--- src/rtl/alu16_nibble_seq.sv ---
// Nibble-serial 74181-style ALU controller: computes one nibble of the L-stage p/g per cycle
// and drives an external 4-bit sum/carry slice. It ripples the carry and assembles the word.
module alu16_nibble_seq #(
  parameter int NIBBLES = 4
) (
  input  logic                   clk,
  input  logic                   rst,
  input  logic                   start,
  input  logic [4*NIBBLES-1:0]   a,
  input  logic [4*NIBBLES-1:0]   b,
  input  logic [3:0]             s,
  input  logic                   m,
  input  logic                   ci_n,
  output logic                   busy,
  output logic                   done,
  output logic [4*NIBBLES-1:0]   y,
  output logic                   co_n,
  output logic                   aeqb,
  output logic [3:0]             slice_p,
  output logic [3:0]             slice_g,
  output logic                   slice_m,
  output logic                   slice_ci_n,
  input  logic [3:0]             slice_y,
  input  logic                   slice_co_n,
  input  logic                   slice_aeqb
);

  localparam int W  = 4 * NIBBLES;
  localparam int IW = (NIBBLES > 1) ? $clog2(NIBBLES) : 1;

  typedef enum logic [1:0] {IDLE, RUN, DONE} state_t;

  state_t          state_reg;
  logic [W-1:0]    a_reg;
  logic [W-1:0]    b_reg;
  logic [3:0]      s_reg;
  logic            m_reg;
  logic            carry_n_reg;
  logic [IW-1:0]   idx_reg;
  logic            aeqb_acc_reg;
  logic            busy_reg;
  logic            done_reg;
  logic            co_n_reg;
  logic            aeqb_reg;

  logic            running;
  logic            accept;
  logic            last_nibble;
  logic [3:0]      a_nib [NIBBLES];
  logic [3:0]      b_nib [NIBBLES];
  logic [3:0]      cur_a;
  logic [3:0]      cur_b;
  logic [3:0]      p_bits;
  logic [3:0]      g_bits;

  assign running     = (state_reg == RUN);
  // A new request is taken in IDLE and also in DONE, which gives back-to-back operation.
  assign accept      = start && (state_reg != RUN);
  assign last_nibble = (idx_reg == IW'(NIBBLES - 1));

  // Split the latched operands into nibbles and keep one result register per nibble.
  for (genvar gi = 0; gi < NIBBLES; gi++) begin : g_nibble
    logic [3:0] nib_reg;

    assign a_nib[gi] = a_reg[4*gi +: 4];
    assign b_nib[gi] = b_reg[4*gi +: 4];

    always_ff @(posedge clk) begin
      if (rst || accept) begin
        nib_reg <= 4'h0;
      end else if (running && (idx_reg == IW'(gi))) begin
        nib_reg <= slice_y;
      end
    end

    assign y[4*gi +: 4] = nib_reg;
  end

  assign cur_a = a_nib[idx_reg];
  assign cur_b = b_nib[idx_reg];

  // L-stage: active-low propagate and generate terms of the selected nibble.
  for (genvar gi = 0; gi < 4; gi++) begin : g_lstage
    assign p_bits[gi] = ~(cur_a[gi] | (cur_b[gi] & s_reg[0]) | (~cur_b[gi] & s_reg[1]));
    assign g_bits[gi] = ~((cur_a[gi] & ~cur_b[gi] & s_reg[2]) | (cur_a[gi] & cur_b[gi] & s_reg[3]));
  end

  // Outside RUN the slice sees a neutral logic-mode input with no carry.
  assign slice_p    = running ? p_bits      : 4'hF;
  assign slice_g    = running ? g_bits      : 4'hF;
  assign slice_m    = running ? m_reg       : 1'b1;
  assign slice_ci_n = running ? carry_n_reg : 1'b1;

  always_ff @(posedge clk) begin
    if (rst) begin
      state_reg    <= IDLE;
      a_reg        <= '0;
      b_reg        <= '0;
      s_reg        <= 4'h0;
      m_reg        <= 1'b0;
      carry_n_reg  <= 1'b1;
      idx_reg      <= '0;
      aeqb_acc_reg <= 1'b0;
      busy_reg     <= 1'b0;
      done_reg     <= 1'b0;
      co_n_reg     <= 1'b1;
      aeqb_reg     <= 1'b0;
    end else begin
      done_reg <= 1'b0;
      if (accept) begin
        state_reg    <= RUN;
        a_reg        <= a;
        b_reg        <= b;
        s_reg        <= s;
        m_reg        <= m;
        carry_n_reg  <= ci_n;
        idx_reg      <= '0;
        aeqb_acc_reg <= 1'b1;
        busy_reg     <= 1'b1;
        co_n_reg     <= 1'b1;
        aeqb_reg     <= 1'b0;
      end else begin
        case (state_reg)
          RUN: begin
            // The carry ripples in logic mode too; co_n simply carries no meaning then.
            carry_n_reg  <= slice_co_n;
            aeqb_acc_reg <= aeqb_acc_reg & slice_aeqb;
            if (last_nibble) begin
              state_reg <= DONE;
              busy_reg  <= 1'b0;
              done_reg  <= 1'b1;
              co_n_reg  <= slice_co_n;
              aeqb_reg  <= aeqb_acc_reg & slice_aeqb;
            end else begin
              idx_reg <= idx_reg + 1'b1;
            end
          end
          DONE:    state_reg <= IDLE;
          default: state_reg <= IDLE;
        endcase
      end
    end
  end

  assign busy = busy_reg;
  assign done = done_reg;
  assign co_n = co_n_reg;
  assign aeqb = aeqb_reg;

endmodule
--- config.mk ---
export PLATFORM = sky130hd
export DESIGN_NAME = alu16_nibble_seq
export DESIGN_NICKNAME = d
export VERILOG_FILES = /design/src/rtl/alu16_nibble_seq.sv
export SDC_FILE = /design/constraint.sdc
export NUM_CORES = 1
export LEC_CHECK = 0
export ABC_CLOCK_PERIOD_IN_PS = 2100
export BUFFER_PORTS_ARGS = -buffer_cell sky130_fd_sc_hd__buf_2
export CAP_MARGIN = 20
export CORE_MARGIN = 8
export CORE_UTILIZATION = 52
export CTS_CLUSTER_SIZE = 16
export DETAILED_ROUTE_END_ITERATION = 10
export MAX_ROUTING_LAYER = met4
export PLACE_DENSITY_LB_ADDON = 0.12
export REMOVE_ABC_BUFFERS = 1
export SLEW_MARGIN = 10
export SYNTH_ARGS = -nofsm -noshare
export SYNTH_HDL_FRONTEND = slang
export SYNTH_SLANG_ARGS = --single-unit
export TNS_END_PERCENT = 100
--- constraint.sdc ---
create_clock -name clk -period 2.1 [get_ports clk]
set_clock_uncertainty 0.1 [all_clocks]
set_input_delay 0.21 -clock clk [delete_from_list [all_inputs] [get_ports clk]]
set_output_delay 0.21 -clock clk [all_outputs]
set_load 0.02 [all_outputs]
# Word level (Yosys, flattened, before mapping)
# Cells that the tools add are included.
[totals]
register_bits = 63
latch_bits = 0
ramBits = 0
romBits = 0
input_bits = 47
memories = 0
[op_classes]
n_addsub = 1
mul = 0
div_mod_pow = 0
n_lt_le_gt_ge = 1
eq_ne = 6
shifts = 0
mux = 21
n_bitwise = 52
reduce_logical = 14
[ops]
columns = ["operator", "count"]
rows = [
  ["1-bit AND", 25],
  ["4-bit 2-to-1 mux", 6],
  ["4-bit binary-select mux with 2-bit select", 2],
  ["1-bit NOT", 14],
  ["1-bit 2-to-1 mux", 13],
  ["1-bit OR", 12],
  ["2-bit AND reduction", 3],
  ["1-bit logical AND", 5],
  ["2-bit by 1-bit equality test with 1-bit output, second input constant", 2],
  ["2-bit equality test, second input constant", 2],
  ["2-bit nonzero test", 2],
  ["3-bit >= comparator, second input constant", 1],
  ["3-bit by 1-bit != test with 1-bit output, second input constant", 1],
  ["2-bit NOT with 3-bit output", 1],
  ["3-bit OR reduction", 1],
  ["2-bit by 1-bit adder with 2-bit output, second input constant", 1],
  ["2-bit logical NOT", 1],
  ["2-bit by 1-bit != test with 1-bit output, second input constant", 1],
  ["2-bit OR reduction", 1],
  ["1-bit logical OR", 1],
]

# Depth between registers and ports, before layout
# Gate-level depths: netlist (run 1).
[logic_depth]
ltp_word = 10
ltp_mapped = 6

# Worst setup path after synthesis (run 1)
# No wires, ideal clock.
[synth_timing]
path_kind = "flip-flop to output port"
start = "reg idx_reg[0]"
end = "out slice_p[0]"
arrival_time_ns = 1.576
required_ns = 1.790
setup_slack_ns = 0.214
stages_incl_launch_ff = 5
path_buffers = 1
path_cell_list = "dfxtp_1 > buf_6 > mux4_2 > mux2_4 > o21ai_2"
[synth_between]
elab_chain_len = 9
[synth_rtl]
columns = ["element", "line", "source"]
rows = [
  ["from (decl)", "39", "logic [IW-1:0] idx_reg;"],
  ["from (signal assigned)", "135", "idx_reg <= idx_reg + 1'b1;"],
  ["2-bit NOT with 3-bit output (implied by the code) (*)", "79, 80", ""],
  ["4-bit binary-select mux with 2-bit select", "80", "assign cur_b = b_nib[idx_reg];"],
  ["4-bit 2-to-1 mux (implied by the code) (2 in series)", "80", ""],
  ["1-bit AND or 1-bit NOT (tied branches)", "84", "assign p_bits[gi] = ~(cur_a[gi] | (cur_b[gi] & s_reg[0]) | (~cur_b[gi] & s_reg[1]));"],
  ["1-bit OR or 1-bit AND (tied branches)", "84", ""],
  ["1-bit OR (*)", "84", ""],
  ["1-bit NOT (*)", "84", ""],
  ["4-bit 2-to-1 mux (*)", "89", "assign slice_p = running ? p_bits : 4'hF;"],
  ["to (decl)", "19", "output logic [3:0] slice_p,"],
]
# Every way passes the cells marked *; elsewhere a longest branch is shown, timed or not. The select of a mux whose other input is x is not followed.

# Final worst setup path (run 1)
[layout_timing]
start = "reg idx_reg[0]"
end = "out slice_p[2]"
# The elaborated chain is that of the path after synthesis.

==> run_results.csv, run 1 <==
group,metric,value,unit
synth,yosysWarnings,0,
sta,slew_headroom,64.2,%
critical_path,reg2reg_to,"state_reg[0]",
power,switching_share,26.3,%
critical_path,crit_path_end_kind,"primary output",
cells_and_area,diodes,0,
synth,synth_fa_ha_area_share,1.80,%
clocking,cts.clk_slew.worst_paths,0.07,ns
synth,synth_area,2780,um2
global_routing,grt_max_degree,44,
outcome,violations,"negative setup slack",
synth,yosysSeqAreaShare,45.3,%
min_path,worstHoldPathCells,3,
cells_and_area,multi_input_comb_area,1410,um2
critical_path,worst_r2r_path_depth,7,
floorplanning,top_level_ports,77,
cells_and_area,nFillCells,444,
placed_design,hpwlAfterDp,5060,um
clocking,cts_sinks,63,
drt,drc,0,
clocking,cts_root_buf,"clkbuf_8",
synth,ys_top_cells_by_area,"dfxtp_1 45%, a21oi_1 10%, nand3_1 10%, o21ai_0 7.0%, mux4_1 3.8%",
run,max-cap-violations,0,
clocking,cts_buffer_depth,2,
critical_path,cpMaxStageDelayCell,"mux4_2",
floorplanning,dieWidth,89.1,um
power,p_int,0.00198,W
power,pwr-share-seq,47.9,%
power,vdd_drop_max,0.000535,V
placed_design,port_buffers,76,
placed_design,placed_area,3260,um2
clocking,cts-buffers-inserted,9,
synth,post-synth-top-area-cell,"dfxtp_1",
global_routing,grt_pass1_vias,2453,
sta,worst_slack,-0.137,ns
synth,async_flop_share,0,%
min_path,hold_end,"a_reg[1]",
synth,synth_simple_gate_area_share,16.5,%
power,power.density,760,nW/um2
min_path,worst_hold_path_type,"in2reg",
cells_and_area,drive_gt1_share,32.6,%
synth,synthDominantCellAreaShare,45.3,%
drt,drt_iter0_markers,159,
drt,viasPerCell,5.72,
clocking,hold_buffers,0,
critical_path,max_stage_delay,0.55,ns
synth,synth_cell_type_count,28,
power,switchingPower,0.000707,W
drt,drtPass1Iterations,5,
drt,final_antenna_net_count,0,
sta,fin_crit_sh,107,%
clocking,cts_tree,"yes",
critical_path,critPathMaxFanout,8,
global_routing,antenna_found_initial,0,
sta,min_period,2.24,ns
floorplanning,start_util,54.1,%
critical_path,crit_family,"multiplexers",
sta,hold_violations,0,
critical_path,critPathLaunchType,"flop",
synth,synth_compound_gate_area_share,20.1,%
global_routing,grt-ovfl-total,0,
floorplanning,die_h,89.1,um
synth,yosysMostFrequentCell,"dfxtp_1",
critical_path,cp.depth,4,
drt,routedWlPerCell,15.8,um
synth,synth.area.mux_share,10.8,%
sta,fmax,447,MHz
min_path,hp-start,"a[1]",
synth,synth_edf_count,0,
critical_path,criticalPathCategory,"reg2out",
power,p_comb_share,13.2,%
sta,rsz0062_at_grt,"yes",
sta,tightest_slew,0.537,ns
cells_and_area,seqCellArea,1270,um2
critical_path,crit_buf_inv,1,
clocking,h-tree-depth,3,
critical_path,crit_arrival,1.93,ns
global_routing,grt.total_usage,19.4,%
cells_and_area,syn2layout_area_growth,27.0,%
floorplanning,rows,26,
drt,wl,7320,um
placed_design,place_congestion,0.852,
floorplanning,die_area,7950,um2
floorplanning,coreArea,5140,um2
critical_path,required,1.79,ns
clocking,clk_latency,0.34,ns
synth,synth-xor-area-share,0.315,%
synth,postSynthAreaPerCell,8.77,um2
synth,synth_commonest_cells,"63 x dfxtp_1, 58 x a21oi_1, 57 x nand3_1",
cells_and_area,final_cell_area,3530,um2
sta,slew_viol_final,0,
synth,synth_top_family_by_area,"compound AO/OA/AOI/OAI gates",
drt,vias,2648,
power,power_leakage,1.41,nW
critical_path,cp_cell_sequence,"mux4_2, mux2_4, o21ai_4, buf_6",
power,p_total,0.00269,W
synth,synthCells,317,
sta,finalSetupViolCount,8,
critical_path,reg2reg_slack,0.40,ns
cells_and_area,final_nets,439,
global_routing,grt_pass1_wl,11600,um
power,power.clock.fraction,39.0,%
synth,synth_flop_cell,"dfxtp_1",
outcome,status,"finished, violations left",
critical_path,r2r-start,"idx_reg[1]",
synth,synth_seq_cells,63,
==> worst max-delay path by stage <==
stage,start,to,slack (ns)
2_1_floorplan,state_reg[0],slice_g[0],-1.23
3_3_place_gp,idx_reg[0],slice_p[2],0.01
3_5_place_dp,idx_reg[0],slice_p[2],-0.005
4_1_cts,idx_reg[0],slice_p[2],-0.14
5_1_grt,idx_reg[0],slice_p[2],-0.17
6_report,idx_reg[0],slice_p[2],-0.14
==> metal layers <==
layer / GRT usage (%) / wire [um] / vias up
met5: - / 0 / -
li1: - / - / 1278
met1: 24.2 / 3230 / 1254
met3: 5.15 / 575 / 14
met4: 7.10 / 121 / 0
met2: 29.6 / 3400 / 102
==> layout make-up <==
| cell class | count | share of cell area [%] |
|---|---|---|
| Clock buffer | 10 | 3.90 |
| Clock inverter | 6 | 1.70 |
| Inverter | 3 | 0.319 |
| Multi-Input combinational cell | 220 | 39.8 |
| Sequential cell | 63 | 35.8 |
| Tap cell | 70 | 2.48 |
| Timing Repair Buffer | 91 | 16.0 |
==> worst register-to-register path: stages, from the launching register on <==
cell	delay [ns]
dfxtp_1	0.49
buf_4	0.21
ha_1	0.19
buf_4	0.17
nand3b_1	0.11
buf_4	0.18
nand2b_1	0.07
a21oi_1	0.04
==> power groups by stage <==
stage	sequential [W]	combinational [W]	clock, W
after floorplan	0.00131	0.000178	0
after global placement	0.00131	0.000333	0
after detailed placement	0.00131	0.000338	0
after CTS	0.00129	0.000345	0.00105
after global routing	0.00129	0.000388	0.00111
final	0.00129	0.000354	0.00105
==> per-stage QoR <==
stage	instances	setup slack, ns	utilization (%)	TNS [ns]	hold WS, ns
2_1_floorplan	286	-1.23	-	-57.59	0.179
3_3_place_gp	446	0.0106	63.3	0	0.339
3_5_place_dp	446	-0.00520	63.3	-0.00520	0.343
4_1_cts	462	-0.138	68.2	-0.659	0.00828
5_1_grt	463	-0.175	68.7	-0.953	0.00467
6_report	463	-0.137	68.7	-0.564	0.0162
==> cells in the final DEF (no fill, tap or decap), types with 2 or more instances in the layout <==
cell / netlist / routed
buf_2: 6 / 68
dfxtp_1: 63 / 61
a21oi_1: 58 / 58
nand3_1: 57 / 55
o21ai_0: 39 / 39
nand2_1: 19 / 19
buf_4: 0 / 14
clkbuf_8: 0 / 10
buf_6: 1 / 7
mux2_4: 4 / 5
mux4_2: 4 / 4
mux4_1: 4 / 4
nand2b_1: 4 / 4
nor2_1: 4 / 4
nand3b_1: 4 / 4
ha_1: 4 / 4
inv_1: 3 / 3
mux2_2: 4 / 3
o21ai_2: 4 / 3
clkinv_2: 0 / 3
nand3_2: 0 / 2
a211oi_1: 2 / 2
clkinvlp_4: 0 / 2
buf_12: 0 / 2
==> repair_timing <==
action	CTS	global route
setup buffers	0	1
pin swaps	0	1
setup endpoints to repair	8	8
resized for setup	17	5
==> kinds of logic (layout without fill, tap and decap cells) <==
logic type / Yosys count / count (layout)
AOI/OAI and AO/OA: 106 / 106
buffers and inverters: 34 / 110
adders and majority gates: 4 / 4
and+or+nand+nor: 93 / 93
xor gates and xnor gates: 1 / 1
muxes: 16 / 16
DFF: 63 / 63
Power figures use the tool's default switching activity.
==> run 2: changes to the inputs <==
--- a/config.mk
+++ b/config.mk
@@ -15,6 +15,7 @@
 export MAX_ROUTING_LAYER = met4
 export PLACE_DENSITY_LB_ADDON = 0.12
 export REMOVE_ABC_BUFFERS = 1
+export SKIP_CTS_REPAIR_TIMING = 1
 export SLEW_MARGIN = 10
 export SYNTH_ARGS = -nofsm -noshare
 export SYNTH_HDL_FRONTEND = slang
==> run 2 against run 1 <==
Against the previous run: worst hold slack improved by 0.0017 ns; critical path type unchanged; first-iteration DRC count up 3.8%; clock-buffer cell count is the same; non-clock buffer count unchanged; the flow still finishes with violations (negative setup slack); critical endpoint unchanged; via count fell by 0.57%; fmax is 0.52% lower; critical path depth did not move; combinational power hardly changed; routed wire length about the same; die area stayed put; sequential share of layout area is 0.054 points higher; core utilization is 0.17 points lower.
==> run_results.csv, run 2 (same netlist as run 1, synthesis figures left out) <==
group,metric,value,unit
clocking,cts_tree,"yes",
critical_path,crit_arrival,1.94,ns
drt,drc,0,
power,power_leakage,1.41,nW
global_routing,antenna_found_initial,0,
global_routing,grt_max_degree,44,
global_routing,grt_pass1_vias,2441,
power,p_total,0.00268,W
clocking,cts.clk_slew.worst_paths,0.07,ns
critical_path,required,1.79,ns
critical_path,crit_path_end_kind,"primary output",
cells_and_area,final_nets,439,
cells_and_area,fin_cells,463,
power,power.density,760,nW/um2
cells_and_area,layout_common_cells,"68 x buf_2, 62 x dfxtp_1, 58 x a21oi_1",
floorplanning,die_h,89.1,um
critical_path,criticalPathCategory,"reg2out",
cells_and_area,drive_gt1_share,32.3,%
floorplanning,top_level_ports,77,
sta,finalSetupViolCount,8,
clocking,cts_buffer_depth,2,
drt,drt_iter0_markers,165,
clocking,cts-buffers-inserted,9,
sta,worst_slack,-0.148,ns
placed_design,dp.cells,446,
outcome,violations,"negative setup slack",
sta,fin_crit_sh,107,%
sta,tightest_slew,0.531,ns
floorplanning,dieWidth,89.1,um
drt,final_antenna_net_count,0,
floorplanning,start_util,54.1,%
drt,drtPass1Iterations,4,
clocking,cts_sinks,63,
floorplanning,rows,26,
placed_design,hpwlAfterDp,5060,um
sta,fmax,445,MHz
global_routing,grt.total_usage,19.2,%
sta,min_period,2.25,ns
floorplanning,coreArea,5140,um2
run,max-cap-violations,0,
cells_and_area,final_cell_area,3520,um2
sta,hold_violations,0,
sta,slew_headroom,64.6,%
power,vdd_drop_max,0.000535,V
placed_design,port_buffers,76,
sta,slew_viol_final,0,
placed_design,place_congestion,0.852,
clocking,cts_root_buf,"clkbuf_8",
floorplanning,die_area,7950,um2
global_routing,grt-ovfl-total,0,
critical_path,critPathMaxFanout,8,
min_path,worst_hold_path_type,"in2reg",
cells_and_area,layout_commonest_cell,"buf_2",
drt,routedWlPerCell,15.8,um
drt,viasPerCell,5.69,
sta,rsz0062_at_grt,"yes",
cells_and_area,seqCellArea,1260,um2
cells_and_area,nFillCells,448,
drt,wl,7320,um
critical_path,critPathLaunchType,"flop",
global_routing,grt_pass1_wl,11500,um
placed_design,pre_cts_ws,-0.00520,ns
cells_and_area,multi_input_comb_area,1400,um2
clocking,clk_latency,0.33,ns
cells_and_area,diodes,0,
clocking,h-tree-depth,3,
cells_and_area,syn2layout_area_growth,26.7,%
placed_design,placed_area,3260,um2
outcome,status,"finished, violations left",
drt,vias,2633,
==> run 2: cell count changes in the layout (fill, tap and decap cells not counted) <==
cell     before  now
dfxtp_1      61   62
o21ai_4       1    0
dfxtp_2       1    0
o21ai_2       3    4
==> run 2: final cells by class <==
type,instances,area share (%)
Timing Repair Buffer,91,16.0
Sequential cell,63,35.9
Tap cell,70,2.48
Clock inverter,6,1.70
Clock buffer,10,3.90
Inverter,3,0.319
Multi-Input combinational cell,220,39.7
==> run 2: per-layer routing <==
layer	GRT usage, %	vias up	wire length, um
li1	-	1278	-
met1	24.0	1251	3200
met2	29.0	94	3420
met3	5.24	10	616
met4	6.80	0	88
met5	-	-	0
==> run 2: power by group <==
group	switching, W	total [W]	internal [W]
Sequential	0.0000386	0.00129	0.00125
Clock	0.000469	0.00104	0.000573
Combinational	0.000193	0.000352	0.000158
==> run 2: worst paths after layout <==
check             start            to  slack, ns  depth (start not counted)
max reg2reg  idx_reg[1]  state_reg[0]       0.41                          7
min                a[1]      a_reg[1]       0.02                          3
min reg2reg        aeqb          aeqb       0.35                          2
max          idx_reg[0]    slice_p[2]      -0.15                          4
==> run 2: critical path, stage by stage (launching register included) <==
cell	delay, ns
dfxtp_4	0.42
mux4_2	0.55
mux2_4	0.32
o21ai_2	0.17
buf_6	0.15
==> run 2: per-stage QoR <==
| step | hold slack [ns] | util, % | TNS (ns) |
|---|---|---|---|
| floorplan | 0.179 | - | -57.59 |
| global placement | 0.339 | 63.3 | 0 |
| detailed placement | 0.343 | 63.3 | -0.00520 |
| CTS | 0.00828 | 67.2 | -2.62 |
| global route | 0.00467 | 68.6 | -0.966 |
| finish | 0.0180 | 68.6 | -0.547 |
==> run 3: changes to the inputs <==
==> constraint.sdc (replaced) <==
create_clock -name clk -period 2.1 [get_ports clk]
set_clock_uncertainty 0.1 [all_clocks]
set_input_delay 0.21 -clock clk [delete_from_list [all_inputs] [get_ports clk]]
set_output_delay 0.21 -clock clk [all_outputs]
set_load 0.005 [all_outputs]
==> run 3 against run 2 <==
Against the previous run: the run still ends with negative setup slack left; critical path depth grew 1; sequential share of layout area fell by 0.15 points; core utilization is 0.29 points higher; clock-buffer cell count is 2 higher; register-to-register slack worse by 0.02 ns; first-iteration DRC count up 22%; flip-flop and latch count unchanged; global-route usage increased by 0.80 points; cell area grew 0.43%; worst setup slack improved by 0.0028 ns; critical path type unchanged; highest routed layer unchanged.
==> run_results.csv, run 3 (same netlist as run 1, synthesis figures left out) <==
group,metric,value,unit
outcome,status,"finished, violations left",
outcome,violations,"negative setup slack",
global_routing,grt_max_degree,47,
clocking,cts_buffer_depth,2,
min_path,hp-start,"a[7]",
sta,min_period,2.25,ns
placed_design,dp.cells,445,
sta,worst_slack,-0.145,ns
sta,finalSetupViolCount,8,
critical_path,cp_cell_sequence,"buf_12, mux4_2, mux2_4, o21ai_2, buf_2",
min_path,worst_hold_path_type,"in2reg",
critical_path,required,1.79,ns
sta,hold_violations,0,
clocking,cts_sinks,63,
cells_and_area,layout_commonest_cell,"buf_2",
critical_path,critPathLaunchType,"flop",
clocking,cts_root_buf,"clkbuf_8",
drt,vias,2619,
cells_and_area,syn2layout_area_growth,27.3,%
cells_and_area,nFillCells,457,
clocking,cts-buffers-inserted,9,
critical_path,critPathMaxFanout,6,
clocking,h-tree-depth,3,
cells_and_area,layout_common_cells,"75 x buf_2, 62 x dfxtp_1, 58 x a21oi_1",
global_routing,grt-busiest-layer,"met2",
drt,drtPass1Iterations,7,
floorplanning,coreArea,5140,um2
critical_path,r2r-start,"idx_reg[1]",
sta,slew_headroom,67.6,%
drt,drt_iter0_markers,201,
drt,drc,0,
sta,slew_viol_final,0,
global_routing,met2_usage,30.8,%
global_routing,grt_pass1_vias,2520,
global_routing,grt_pass1_wl,12100,um
critical_path,max_stage_delay,0.54,ns
placed_design,hpwlAfterDp,5140,um
floorplanning,dieWidth,89.1,um
global_routing,antenna_found_initial,0,
power,power.density,775,nW/um2
sta,rsz0062_at_grt,"yes",
placed_design,place_congestion,0.892,
global_routing,grt-ovfl-total,0,
global_routing,gr-usage-met3,3.40,%
clocking,clk_latency,0.33,ns
floorplanning,rows,26,
cells_and_area,drive_gt1_share,31.8,%
critical_path,crit_arrival,1.94,ns
drt,routedWlPerCell,15.9,um
critical_path,criticalPathCategory,"reg2out",
drt,final_antenna_net_count,0,
critical_path,startpoint,"idx_reg[0]",
placed_design,port_buffers,76,
sta,fin_crit_sh,107,%
cells_and_area,final_nets,442,
clocking,cts_tree,"yes",
critical_path,crit_family,"multiplexers",
sta,whs,0.0235,ns
power,power_leakage,1.42,nW
cells_and_area,fin_cells,466,
floorplanning,start_util,54.1,%
run,max-cap-violations,0,
floorplanning,top_level_ports,77,
sta,fmax,445,MHz
drt,viasPerCell,5.62,
critical_path,crit_buf_inv,2,
cells_and_area,diodes,0,
clocking,cts.clk_slew.worst_paths,0.07,ns
global_routing,use_met1,25.8,%
sta,tightest_slew,0.486,ns
floorplanning,die_h,89.1,um
sta,totalNegativeSetupSlack,-0.581,ns
drt,wl,7390,um
critical_path,crit_path_end_kind,"primary output",
floorplanning,die_area,7950,um2
global_routing,grt.total_usage,20.0,%
power,vdd_drop_max,0.000503,V
critical_path,cpMaxStageDelayCell,"mux4_2",
-- run 3: changes by cell type in the layout (fill, tap and decap cells not counted), sizes merged --
cell,previous run,this run
clkbuf,10,13
bufinv,1,2
clkinvlp,2,0
clkinv,3,2
buf,91,93
-- run 3: per-stage QoR --
| stage | cell area [um2] | setup slack, ns | total power [W] | utilization [%] |
|---|---|---|---|---|
| after global placement | 3260 | 0.201 | 0.00163 | 63.4 |
| after floorplan | 2650 | -0.857 | 0.00147 | - |
| after CTS | 3470 | -0.182 | 0.00274 | 67.4 |
| final | 3540 | -0.145 | 0.00274 | 68.9 |
| after global routing | 3540 | -0.192 | 0.00286 | 68.9 |
| after detailed placement | 3260 | 0.190 | 0.00164 | 63.4 |
-- run 3: report_power, final --
| part | switching [W] | internal [W] | total, W |
|---|---|---|---|
| clock network | 0.000445 | 0.000666 | 0.00111 |
| logic | 0.000183 | 0.000165 | 0.000347 |
| registers | 0.0000354 | 0.00125 | 0.00128 |
| total | 0.000663 | 0.00208 | 0.00274 |
-- run 3: area by class of cell --
| type | count | area, um2 | share of cell area (%) |
|---|---|---|---|
| inverter | 3 | 11.3 | 0.318 |
| clock buffer | 12 | 135 | 3.82 |
| clock inverter | 4 | 70.1 | 1.98 |
| multi-input combinational | 220 | 1390 | 39.4 |
| timing repair buffer | 94 | 577 | 16.3 |
| tap | 70 | 87.6 | 2.47 |
| sequential | 63 | 1260 | 35.7 |
-- run 3: path summary, 6_finish.rpt --
kind | slack [ns] | end | cells after the start
max | -0.15 | slice_p[2] | 5
min | 0.02 | a_reg[7] | 3
max reg2reg | 0.39 | state_reg[0] | 7
min reg2reg | 0.35 | g_nibble[0].nib_reg[0] | 2
-- run 3: per-layer routing --
metal	wire [um]	vias to the layer above
met2	3550	96
met5	0	-
met1	3300	1223
li1	-	1288
met4	92	0
met3	448	12
-- run 3: tightest hold or removal path: stages --
cell and delay (ns):
buf_2 0.09, nand3_1 0.05, a21oi_1 0.05
